--- src/rtl/vram_write_ctrl_if.sv ---
// Bus register port of the VRAM write controller: the master holds W_STB until a
// one-cycle W_ACK pulse, so at most one request is ever outstanding.
interface vram_write_ctrl_if;
  logic [31:0] W_ADDR;
  logic [31:0] W_DAT_I;
  logic        W_STB;
  logic        W_WE;
  logic [31:0] W_DAT_O;
  logic        W_ACK;

  modport master (output W_ADDR, W_DAT_I, W_STB, W_WE, input  W_DAT_O, W_ACK);
  modport slave  (input  W_ADDR, W_DAT_I, W_STB, W_WE, output W_DAT_O, W_ACK);
endinterface

--- src/rtl/vram_write_ctrl.sv ---
// Bus-to-VRAM port B writer: cursor CHAR stores via a small FIFO (write at T+2) plus a full-screen fill engine.
// Backpressure: CHAR/FILL requests stall (ACK withheld) while the FIFO is full or a fill is pending.
module vram_write_ctrl #(
  parameter int ADDR_W     = 10,
  parameter int DATA_W     = 16,
  parameter int FIFO_DEPTH = 4
) (
  input  logic              clk,
  input  logic              W_RST,
  vram_write_ctrl_if.slave  bus,
  output logic [ADDR_W-1:0] vram_addr,
  output logic [DATA_W-1:0] vram_data,
  output logic              vram_we,
  output logic              fill_busy
);
  localparam int PTR_W = $clog2(FIFO_DEPTH);
  localparam int ENT_W = ADDR_W + DATA_W;

  localparam logic [1:0] REG_CURSOR = 2'd0;
  localparam logic [1:0] REG_CHAR   = 2'd1;
  localparam logic [1:0] REG_FILL   = 2'd2;
  localparam logic [1:0] REG_STATUS = 2'd3;

  typedef enum logic [1:0] {IDLE, FILL_WAIT, FILL} state_t;

  state_t            state;
  logic [ADDR_W-1:0] cursor;
  logic [ADDR_W-1:0] fill_cnt;
  logic [DATA_W-1:0] fill_val;

  logic [ENT_W-1:0]  fifo_mem [FIFO_DEPTH];
  logic [PTR_W-1:0]  wr_ptr;
  logic [PTR_W-1:0]  rd_ptr;
  logic [PTR_W:0]    fifo_cnt;
  logic              fifo_empty;
  logic              fifo_full;
  logic              fifo_push;
  logic              fifo_pop;
  logic [ENT_W-1:0]  fifo_head;

  logic [1:0]        sel;
  logic              req;
  logic              cursor_wr;
  logic              char_wr;
  logic              fill_wr;
  logic              blocked;
  logic              accept;
  logic [31:0]       rd_word;
  logic              unused_bits;

  assign sel       = bus.W_ADDR[3:2];
  assign req       = bus.W_STB && !bus.W_ACK;
  assign cursor_wr = bus.W_WE && (sel == REG_CURSOR);
  assign char_wr   = bus.W_WE && (sel == REG_CHAR);
  assign fill_wr   = bus.W_WE && (sel == REG_FILL);

  // CHAR is held off during a fill so queued data can never land on top of it.
  assign blocked = (char_wr && (fifo_full || fill_busy)) || (fill_wr && fill_busy);
  assign accept  = req && !blocked;

  assign fifo_empty = (fifo_cnt == '0);
  assign fifo_full  = (fifo_cnt == (PTR_W+1)'(FIFO_DEPTH));
  assign fifo_push  = accept && char_wr;
  assign fifo_pop   = !fifo_empty && (state != FILL);
  assign fifo_head  = fifo_mem[rd_ptr];

  assign unused_bits = ^{bus.W_ADDR[31:4], bus.W_ADDR[1:0], bus.W_DAT_I};

  always_comb begin
    rd_word = '0;
    case (sel)
      REG_CURSOR: rd_word = 32'(cursor);
      REG_STATUS: rd_word = {28'b0, fifo_empty, fifo_full, fill_busy, 1'b0};
      default:    rd_word = '0;
    endcase
  end

  always_ff @(posedge clk) begin
    if (fifo_push) begin
      fifo_mem[wr_ptr] <= {cursor, bus.W_DAT_I[DATA_W-1:0]};
    end
  end

  always_ff @(posedge clk) begin
    if (W_RST) begin
      wr_ptr   <= '0;
      rd_ptr   <= '0;
      fifo_cnt <= '0;
    end else begin
      if (fifo_push) begin
        wr_ptr <= wr_ptr + PTR_W'(1);
      end
      if (fifo_pop) begin
        rd_ptr <= rd_ptr + PTR_W'(1);
      end
      case ({fifo_push, fifo_pop})
        2'b10:   fifo_cnt <= fifo_cnt + (PTR_W+1)'(1);
        2'b01:   fifo_cnt <= fifo_cnt - (PTR_W+1)'(1);
        default: fifo_cnt <= fifo_cnt;
      endcase
    end
  end

  always_ff @(posedge clk) begin
    if (W_RST) begin
      state       <= IDLE;
      cursor      <= '0;
      fill_cnt    <= '0;
      fill_val    <= '0;
      fill_busy   <= 1'b0;
      vram_we     <= 1'b0;
      vram_addr   <= '0;
      vram_data   <= '0;
      bus.W_ACK   <= 1'b0;
      bus.W_DAT_O <= '0;
    end else begin
      bus.W_ACK <= accept;
      if (accept && !bus.W_WE) begin
        bus.W_DAT_O <= rd_word;
      end

      if (accept && cursor_wr) begin
        cursor <= bus.W_DAT_I[ADDR_W-1:0];
      end else if (fifo_push) begin
        cursor <= cursor + ADDR_W'(1);
      end

      if (accept && fill_wr) begin
        fill_val <= bus.W_DAT_I[DATA_W-1:0];
      end

      vram_we <= 1'b0;
      case (state)
        IDLE: begin
          if (fifo_pop) begin
            vram_we   <= 1'b1;
            vram_addr <= fifo_head[ENT_W-1:DATA_W];
            vram_data <= fifo_head[DATA_W-1:0];
          end
          // The only IDLE cycle with fill_busy set is the one carrying the last fill write.
          if (accept && fill_wr) begin
            fill_busy <= 1'b1;
            state     <= FILL_WAIT;
          end else begin
            fill_busy <= 1'b0;
          end
        end
        FILL_WAIT: begin
          if (fifo_pop) begin
            vram_we   <= 1'b1;
            vram_addr <= fifo_head[ENT_W-1:DATA_W];
            vram_data <= fifo_head[DATA_W-1:0];
          end
          if (fifo_empty) begin
            fill_cnt <= '0;
            state    <= FILL;
          end
        end
        FILL: begin
          vram_we   <= 1'b1;
          vram_addr <= fill_cnt;
          vram_data <= fill_val;
          fill_cnt  <= fill_cnt + ADDR_W'(1);
          if (&fill_cnt) begin
            state <= IDLE;
          end
        end
        default: state <= IDLE;
      endcase
    end
  end
endmodule

--- src/flat_wrapper.sv ---
// flat-port wrapper written by rule: the top's interface ports become plain ports
module vram_write_ctrl_flat 
#(
  parameter int ADDR_W     = 10,
  parameter int DATA_W     = 16,
  parameter int FIFO_DEPTH = 4
)
  (clk, W_RST, vram_addr, vram_data, vram_we, fill_busy, bus_W_ADDR, bus_W_DAT_I, bus_W_STB, bus_W_WE, bus_W_DAT_O, bus_W_ACK);
  vram_write_ctrl_if bus_i ();
  input  logic clk;
  input  logic W_RST;
  output logic [ADDR_W-1:0] vram_addr;
  output logic [DATA_W-1:0] vram_data;
  output logic vram_we;
  output logic fill_busy;
  input wire logic [$bits(bus_i.W_ADDR)-1:0] bus_W_ADDR;
  input wire logic [$bits(bus_i.W_DAT_I)-1:0] bus_W_DAT_I;
  input wire logic [$bits(bus_i.W_STB)-1:0] bus_W_STB;
  input wire logic [$bits(bus_i.W_WE)-1:0] bus_W_WE;
  output wire logic [$bits(bus_i.W_DAT_O)-1:0] bus_W_DAT_O;
  output wire logic [$bits(bus_i.W_ACK)-1:0] bus_W_ACK;
  assign bus_i.W_ADDR = bus_W_ADDR;
  assign bus_i.W_DAT_I = bus_W_DAT_I;
  assign bus_i.W_STB = bus_W_STB;
  assign bus_i.W_WE = bus_W_WE;
  assign bus_W_DAT_O = bus_i.W_DAT_O;
  assign bus_W_ACK = bus_i.W_ACK;
  vram_write_ctrl #(.ADDR_W(ADDR_W), .DATA_W(DATA_W), .FIFO_DEPTH(FIFO_DEPTH)) u_core (.clk(clk), .W_RST(W_RST), .bus(bus_i), .vram_addr(vram_addr), .vram_data(vram_data), .vram_we(vram_we), .fill_busy(fill_busy));
endmodule
--- config.mk ---
export PLATFORM = sky130hd
export DESIGN_NAME = vram_write_ctrl_flat
export DESIGN_NICKNAME = d
export VERILOG_FILES = /design/src/rtl/vram_write_ctrl_if.sv /design/src/rtl/vram_write_ctrl.sv /design/src/flat_wrapper.sv
export SDC_FILE = /design/constraint.sdc
export NUM_CORES = 1
export LEC_CHECK = 0
export ABC_AREA = 1
export BUFFER_PORTS_ARGS = -buffer_cell sky130_fd_sc_hd__buf_2
export CORE_MARGIN = 5
export CORE_UTILIZATION = 35
export DETAILED_ROUTE_END_ITERATION = 10
export PLACE_DENSITY = 0.57
export SKIP_LAST_GASP = 1
export SLEW_MARGIN = 20
export SYNTH_ARGS = -nofsm -noshare
export SYNTH_HDL_FRONTEND = slang
export SYNTH_SLANG_ARGS = --single-unit
--- constraint.sdc ---
create_clock -name clk -period 5.38 [get_ports clk]
set_input_delay 0.538 -clock clk [delete_from_list [all_inputs] [get_ports clk]]
set_output_delay 0.538 -clock clk [all_outputs]
set_load 0.03 [all_outputs]
==> results of run 1 <==
## through the flow
stage | power, µW | utilization | instance area [µm²] | instances | setup WS, ps
final | 4329 | 0.4006 | 9346 | 1212 | 3102
after global routing | 4595 | 0.4006 | 9346 | 1212 | 2917
after CTS | 4375 | 0.4006 | 9346 | 1212 | 3059
after detailed placement | 3118 | 0.3747 | 8743 | 1180 | 2601
after global placement | 3098 | 0.3747 | 8743 | 1180 | 2614
after floorplan | 2769 | - | 8346 | 853 | 2573
## area by class of cell
cell class                      instances  share of cell area
Clock inverter                          6            0.004150
Clock buffer                           26             0.06037
Tap cell                              319             0.04270
Inverter                               58             0.02463
Multi-Input combinational cell        541              0.3080
Timing Repair Buffer                   72             0.04177
Sequential cell                       190              0.5183
## cell usage in the layout (no fill, tap or decap), types with 3 or more instances in the layout
| cell | count |
|---|---|
| sky130_fd_sc_hd__a21oi_1 | 40 |
| sky130_fd_sc_hd__a21oi_2 | 11 |
| sky130_fd_sc_hd__buf_2 | 60 |
| sky130_fd_sc_hd__buf_4 | 12 |
| sky130_fd_sc_hd__clkbuf_1 | 3 |
| sky130_fd_sc_hd__clkbuf_16 | 21 |
| sky130_fd_sc_hd__conb_1 | 22 |
| sky130_fd_sc_hd__dfxtp_1 | 86 |
| sky130_fd_sc_hd__edfxtp_1 | 104 |
| sky130_fd_sc_hd__ha_1 | 11 |
| sky130_fd_sc_hd__inv_1 | 52 |
| sky130_fd_sc_hd__inv_4 | 3 |
| sky130_fd_sc_hd__nand2_1 | 104 |
| sky130_fd_sc_hd__nand2_4 | 6 |
| sky130_fd_sc_hd__nand3_1 | 30 |
| sky130_fd_sc_hd__nand3_2 | 17 |
| sky130_fd_sc_hd__nand4_1 | 14 |
| sky130_fd_sc_hd__nor2_1 | 124 |
| sky130_fd_sc_hd__nor2_2 | 4 |
| sky130_fd_sc_hd__nor2_4 | 3 |
| sky130_fd_sc_hd__nor3_1 | 3 |
| sky130_fd_sc_hd__o21ai_0 | 87 |
| sky130_fd_sc_hd__o221ai_1 | 5 |
| sky130_fd_sc_hd__o22ai_1 | 34 |
| sky130_fd_sc_hd__or2_2 | 5 |
| sky130_fd_sc_hd__xor2_1 | 4 |
## per-layer routing
metal | vias to the layer above | part of all wire | wire length, µm
met5 | - | 0 | 0
li1 | 2903 | - | -
met1 | 2748 | 0.47 | 9478
met2 | 155 | 0.46 | 9258
met4 | 0 | 0.016 | 318
met3 | 24 | 0.048 | 953
## critical path, cell delays in order
cell and delay, ps:
sky130_fd_sc_hd__buf_2 120, sky130_fd_sc_hd__inv_1 70, sky130_fd_sc_hd__ha_1 150, sky130_fd_sc_hd__nand2_2 70
sky130_fd_sc_hd__clkinv_4 90, sky130_fd_sc_hd__nand4_4 290, sky130_fd_sc_hd__nor2_2 650, sky130_fd_sc_hd__buf_4 380
## kinds of logic after synthesis
| logic type | share of synthesized area |
|---|---|
| other | 0.0004536 |
| flip-flops | 0.5860 |
| AO/OA/AOI/OAI | 0.1284 |
| buffers and inverters | 0.07643 |
| XOR/XNOR | 0.004237 |
| adder cells (fa/ha/maj) | 0.01907 |
| AND/OR/NAND/NOR | 0.1854 |
## registers in the layout (all words and copies together), names as in the netlist, 3 cells and up, named ones only
signal and flops:
u_core.cursor 10, u_core.fifo_mem 104, u_core.bus.W_DAT_O 10, u_core.vram_data 16, u_core.vram_addr 10, u_core.fill_val 16
u_core.fill_cnt 10, u_core.fifo_cnt 3
## report_power, final
group / internal (µW) / total (µW) / leakage, µW / switching (µW)
Clock: 729 / 1260 / 0.000298 / 530
Combinational: 372 / 1320 / 0.00154 / 949
Sequential: 1670 / 1750 / 0.00165 / 79.9
Total: 2770 / 4330 / 0.00349 / 1560
## cells in the mapped netlist (3+ instances only)
| cell | count | area (µm²) |
|---|---|---|
| sky130_fd_sc_hd__buf_6 | 3 | 33.78 |
| sky130_fd_sc_hd__buf_2 | 11 | 55.05 |
| sky130_fd_sc_hd__clkbuf_1 | 20 | 75.07 |
| sky130_fd_sc_hd__edfxtp_1 | 104 | 3123 |
| sky130_fd_sc_hd__nand4_1 | 14 | 87.58 |
| sky130_fd_sc_hd__a21oi_1 | 40 | 200.2 |
| sky130_fd_sc_hd__o21ai_0 | 87 | 435.4 |
| sky130_fd_sc_hd__o22ai_1 | 34 | 212.7 |
| sky130_fd_sc_hd__nor2_1 | 128 | 480.5 |
| sky130_fd_sc_hd__dfxtp_1 | 86 | 1722 |
| sky130_fd_sc_hd__buf_4 | 25 | 187.7 |
| sky130_fd_sc_hd__inv_1 | 52 | 195.2 |
| sky130_fd_sc_hd__xor2_1 | 4 | 35.03 |
| sky130_fd_sc_hd__nor3_1 | 3 | 15.01 |
| sky130_fd_sc_hd__nand2_4 | 6 | 67.56 |
| sky130_fd_sc_hd__o221ai_1 | 5 | 43.79 |
| sky130_fd_sc_hd__a21oi_2 | 11 | 96.34 |
| sky130_fd_sc_hd__nand3_2 | 17 | 170.2 |
| sky130_fd_sc_hd__or2_2 | 5 | 31.28 |
| sky130_fd_sc_hd__ha_1 | 11 | 137.6 |
| sky130_fd_sc_hd__nor2_4 | 3 | 33.78 |
| sky130_fd_sc_hd__nand3_1 | 30 | 150.1 |
| sky130_fd_sc_hd__nand2_1 | 104 | 390.4 |
## worst paths after layout
| kind | from | endpoint | cells after the start |
|---|---|---|---|
| max | bus_W_ADDR[3] | u_core.fifo_mem[2][25] | 8 |
| min | bus_W_DAT_I[14] | u_core.fifo_mem[0][14] | 1 |
| max reg2reg | u_core.fifo_cnt[0] | u_core.fifo_mem[2][25] | 5 |
| min reg2reg | u_core.fill_val[0] | u_core.fill_val[0] | 2 |
==> flow_summary.toml, run 1 <==
[yosys]
per_instance_average_area_after_synthesis_um2 = 9.936
yosys.cell_types.count = 46
seq_area_frac_synth = 0.5860
synthesis.instances = 832
count_of_flip_flops_with_a_built_in_enable_after_synthesis = 104
ys_seq_elements = 190
synthArstFlopShare = 0
synthFlopType = "sky130_fd_sc_hd__edfxtp_1"
synth-warning-count = 0
post_synth_instance_area_mm2 = 0.008267

[route]
drt-vias-per-instance = 4.810
drt_iter0_markers = 400
drc = 0
first_pass_iters = 4
route.antenna.remaining_nets = 0
num_vias = 5830
drt-wirelength-per-cell_um = 16.51
finalWirelength_um = 20010

[sta]
finalClockSkew_ps = 10.30
layout_min_cycle_time_ps = 2278
timing.final.hold_violations = 0
worst_slew_margin_rel = 0.4156
transition_time_at_the_pin_with_the_least_slew_margin_ps = 875.3
post-route-period-util = 0.4234
setup_tns_ps = 0
hold_slack_ps = 356.2
maxClockFrequency_ghz = 0.4390
final_max_slew_viol_count = 0
rsz0062_at_grt = "no"
setup_viol = 0

[clock_tree]
cts-hold-fix-buffers = 0
cts_tree = "built"
postCtsSetupRepairBufs = 0
clock_sinks = 190
clock_insertion_delay_worst_skew_ps = 430
clock-root-buffer = "sky130_fd_sc_hd__clkbuf_16"
clk_transition_reported_paths_ps = 70
h-tree-depth = 4
post_cts.resized_instances = 0
cts_buffer_depth = 2
cts-buffers-inserted = 17

[grt]
grt_pass1_wl_um = 31850
pin_count_of_the_biggest_net_entering_global_routing = 54
globalRouteMet3Util = 0.03078
grtUsageTotal = 0.1551
overflow = 0
initial_antenna_violation_count = 0
top_usage_layer = "met2"
groute.layer.met2.usage = 0.2473
grt_pass1_vias = 5709
use_met1 = 0.2120

[cells_and_area]
fin_nets = 960
antenna-diode-count = 0
area.sequential_mm2 = 0.004845
syn_to_final_growth_pct = 13.06
multi_input_area_mm2 = 0.002879
n_fill_cell = 2309
layout-drive-gt1-share = 0.1803

[hold_path]
timing.hold.worst.class = "input port to register"

[pwr]
p_leak_uw = 0.003490
power_per_cell_area_mw_per_mm2 = 463.2
peakVddDrop_uv = 220.1

[critical_path]
largest_fanout_of_any_net_on_the_critical_path = 14
setup.worst_path.end_class = "register"
reg2reg_setup_slack_ps = 3140
criticalPathCategory = "input port to register"
start_kind = "input port"
worstPathRequired_ps = 5490
worst-endpoint-arrival_ps = 2390

[placed_design]
gp_congestion = 0.7781
io_buf_count = 60
detailedPlacementHpwl_um = 12350

[die]
initial_core_util = 0.3543
dieArea_mm2 = 0.02679
site_row_count = 56
chipWidth_um = 163.7
coreArea_mm2 = 0.02333
design.portCount = 129
fp.dieH_um = 163.7

[flow_run]
maxCapViolations = 0

[status]
status = "finished, final reports clean"
Note: power is estimated with default switching activity, not from simulation.
==> inputs of run 2 (changes only) <==
ABC_AREA = 0   (was 1)
clock period = 2.3 ns   (was 5.38 ns; I/O delays follow)
==> run 2 against run 1 <==
Against the previous run: first-iteration DRC count fell by 28%; utilization is 1.3 points higher; routed wire length fell by 11%; clock-buffer cell count is 8 lower; critical path depth is the same; cell area is 4.4% lower; worst setup slack worse by 2900 ps; register-to-register slack got worse by 3000 ps; die area fell by 7.3%; clock power grew 130%; cell count shrank 20%; critical path type is now register to register.
==> flow_summary.toml, run 2 <==
[grt]
grtUsageTotal = 0.1475
overflow = 0
initial_antenna_violation_count = 0
grt_pass1_wl_um = 27790
pin_count_of_the_biggest_net_entering_global_routing = 58
grt_pass1_vias = 4996

[pwr]
sw_frac_of_total = 0.3319
p_leak_uw = 0.003213
power.internal_uw = 6644
seq_power_share = 0.419
peakVddDrop_uv = 506.3
pwr-share-clk = 0.295
power_per_cell_area_mw_per_mm2 = 1113
share_comb_of_total_power = 0.285
p_sw_uw = 3300

[sta]
post-route-period-util = 0.9260
rsz0062_at_grt = "no"
worst_slew_margin_rel = 0.5611
setup_viol = 0
transition_time_at_the_pin_with_the_least_slew_margin_ps = 658.4
final_max_slew_viol_count = 0
finalClockSkew_ps = 9.310
timing.final.hold_violations = 0
maxClockFrequency_ghz = 0.4695
hold_slack_ps = 31.21
layout_min_cycle_time_ps = 2130

[cells_and_area]
n_fill_cell = 2053
regMostFlops = "u_core.fifo_mem"
layout.cell_area.non_filler_mm2 = 0.008936
fin_nets = 756
commonest_non_fill_non_tap_cell_in_the_layout = "sky130_fd_sc_hd__edfxtp_1"
syn_to_final_growth_pct = 17.18
layout-drive-gt1-share = 0.2293
final_util = 0.4133
most_frequent_cells_in_the_layout = "sky130_fd_sc_hd__edfxtp_1 (104), sky130_fd_sc_hd__dfxtp_1 (83), sky130_fd_sc_hd__buf_2 (60)"
antenna-diode-count = 0
largest_registers = "u_core.fifo_mem (104), u_core.fill_val (16), u_core.vram_data (16)"
largest_register_ffs = 104

[flow_run]
maxCapViolations = 0

[yosys]
yosys-top-cells-area = "sky130_fd_sc_hd__edfxtp_1 (41%), sky130_fd_sc_hd__dfxtp_1 (23%), sky130_fd_sc_hd__mux4_2 (7.7%)"
synthFlopType = "sky130_fd_sc_hd__edfxtp_1"
seq_area_frac_synth = 0.6353
per_instance_average_area_after_synthesis_um2 = 12.58
synth.most_common_cell = "sky130_fd_sc_hd__edfxtp_1"
post_synth_instance_area_mm2 = 0.007626
synthesis.instances = 606
cell_taking_the_most_area_after_synthesis = "sky130_fd_sc_hd__edfxtp_1"
yosys.cell_types.count = 52
count_of_flip_flops_with_a_built_in_enable_after_synthesis = 104
commonest_cells_in_the_synthesized_netlist = "sky130_fd_sc_hd__edfxtp_1 (104), sky130_fd_sc_hd__dfxtp_1 (86), sky130_fd_sc_hd__nand2_1 (56)"
synth-warning-count = 0
synth_top_area_frac = 0.4095
ys_seq_elements = 190
synthArstFlopShare = 0

[die]
chipWidth_um = 157.6
site_row_count = 54
design.portCount = 129
dieArea_mm2 = 0.02484
fp.dieH_um = 157.6
coreArea_mm2 = 0.02162
initial_core_util = 0.3527

[clock_tree]
clock-root-buffer = "sky130_fd_sc_hd__clkbuf_16"
clock_sinks = 190
cts_tree = "built"
clock_insertion_delay_worst_skew_ps = 430
cts_buffer_depth = 2
clk_transition_reported_paths_ps = 70
cts-buffers-inserted = 17
h-tree-depth = 4
cts-hold-fix-buffers = 0

[placed_design]
detailedPlacementHpwl_um = 11400
place_area_mm2 = 0.008328
gp_congestion = 0.8240
io_buf_count = 60

[status]
status = "finished, final reports clean"

[critical_path]
start_kind = "register"
setup.worst_path.end_class = "register"
worst-endpoint-arrival_ps = 2490
criticalPathCategory = "register to register"
largest_fanout_of_any_net_on_the_critical_path = 8
timing.rr.start = "u_core.fifo_cnt[2]"
crit_path_start = "u_core.fifo_cnt[2]"
worstPathRequired_ps = 2660

[route]
first_pass_iters = 4
drc = 0
num_vias = 4952
drt-wirelength-per-cell_um = 18.37
route.antenna.remaining_nets = 0
drt_iter0_markers = 286
drt-vias-per-instance = 5.110
finalWirelength_um = 17800

[hold_path]
timing.hold.worst.class = "input port to register"
min_from = "bus_W_DAT_I[14]"
[run 2: cell types whose count changed after synthesis, moves of 26 or more]
| cell | change |
|---|---|
| sky130_fd_sc_hd__nor2_1 | -85 |
| sky130_fd_sc_hd__mux4_2 | +26 |
| sky130_fd_sc_hd__o21ai_0 | -61 |
| sky130_fd_sc_hd__nand2_1 | -48 |
| sky130_fd_sc_hd__inv_1 | -45 |
[run 2: worst paths after layout]
kind	endpoint	slack, ps	cells after the start
worst max-delay path	u_core.fifo_cnt[2]	170	8
worst min-delay path	u_core.fifo_mem[1][14]	30	1
worst max register to register	u_core.fifo_cnt[2]	170	8
worst min register to register	u_core.fill_val[6]	450	2
[run 2: repair_timing]
item	CTS	global route
setup buffers	0	1
gates resized for setup	0	4
endpoints found under the setup margin	0	1
hold endpoints to repair	0	0
[run 2: per-stage QoR]
step | setup TNS (ps) | instances | setup WS [ps] | power [µW]
after floorplan | 0 | 627 | 4.012 | 6211
after global placement | 0 | 936 | 50.34 | 7021
after detailed placement | -70.24 | 936 | -70.24 | 7108
after CTS | 0 | 968 | 67.88 | 10040
after global routing | 0 | 969 | 51.14 | 10490
final | 0 | 969 | 170.3 | 9944
[run 2: power by group through the flow]
stage,Clock (µW),Sequential (µW),Combinational (µW)
final,2940,4170,2840
after global routing,3150,4210,3120
after CTS,3000,4170,2870
after detailed placement,0,4240,2870
after global placement,0,4230,2790
after floorplan,0,4510,1700
[run 2: per-layer routing]
layer / vias up / global-route usage / wire length [µm]
met5: - / 0 / 0
met4: 0 / 0.04302 / 282
met3: 23 / 0.03636 / 847
met2: 144 / 0.2420 / 8629
met1: 2432 / 0.1953 / 8038
li1: 2353 / - / -
[run 2: final cells by class]
| class | count | area (µm²) | share of cell area |
|---|---|---|---|
| Timing Repair Buffer | 86 | 558.0 | 0.06245 |
| Clock inverter | 14 | 138.9 | 0.01554 |
| Sequential cell | 190 | 4848 | 0.5426 |
| Tap cell | 280 | 350.3 | 0.03920 |
| Clock buffer | 18 | 450.4 | 0.05041 |
| Multi-Input combinational cell | 373 | 2560 | 0.2865 |
| Inverter | 8 | 30.03 | 0.003360 |
[run 2: cell families (layout without fill, tap and decap cells)]
logic type,count (synthesis),count (layout),share of synthesized area
AOI/OAI and AO/OA,135,135,0.1014
xor gates and xnor gates,6,6,0.006891
adders and majority gates,12,12,0.02067
buffers and inverters,64,126,0.04331
DFF,190,190,0.6353
muxes,34,34,0.08728
other,1,22,0.0004917
and+or+nand+nor,164,164,0.1047
[run 2: worst max-delay path, stage by stage, from the launching register on]
cell and delay (ps):
sky130_fd_sc_hd__dfxtp_1 330, sky130_fd_sc_hd__nor3b_4 190, sky130_fd_sc_hd__nor4_4 290, sky130_fd_sc_hd__inv_1 80, sky130_fd_sc_hd__ha_1 230, sky130_fd_sc_hd__fa_2 350, sky130_fd_sc_hd__xnor2_1 140, sky130_fd_sc_hd__or3_1 310
sky130_fd_sc_hd__a21oi_1 140
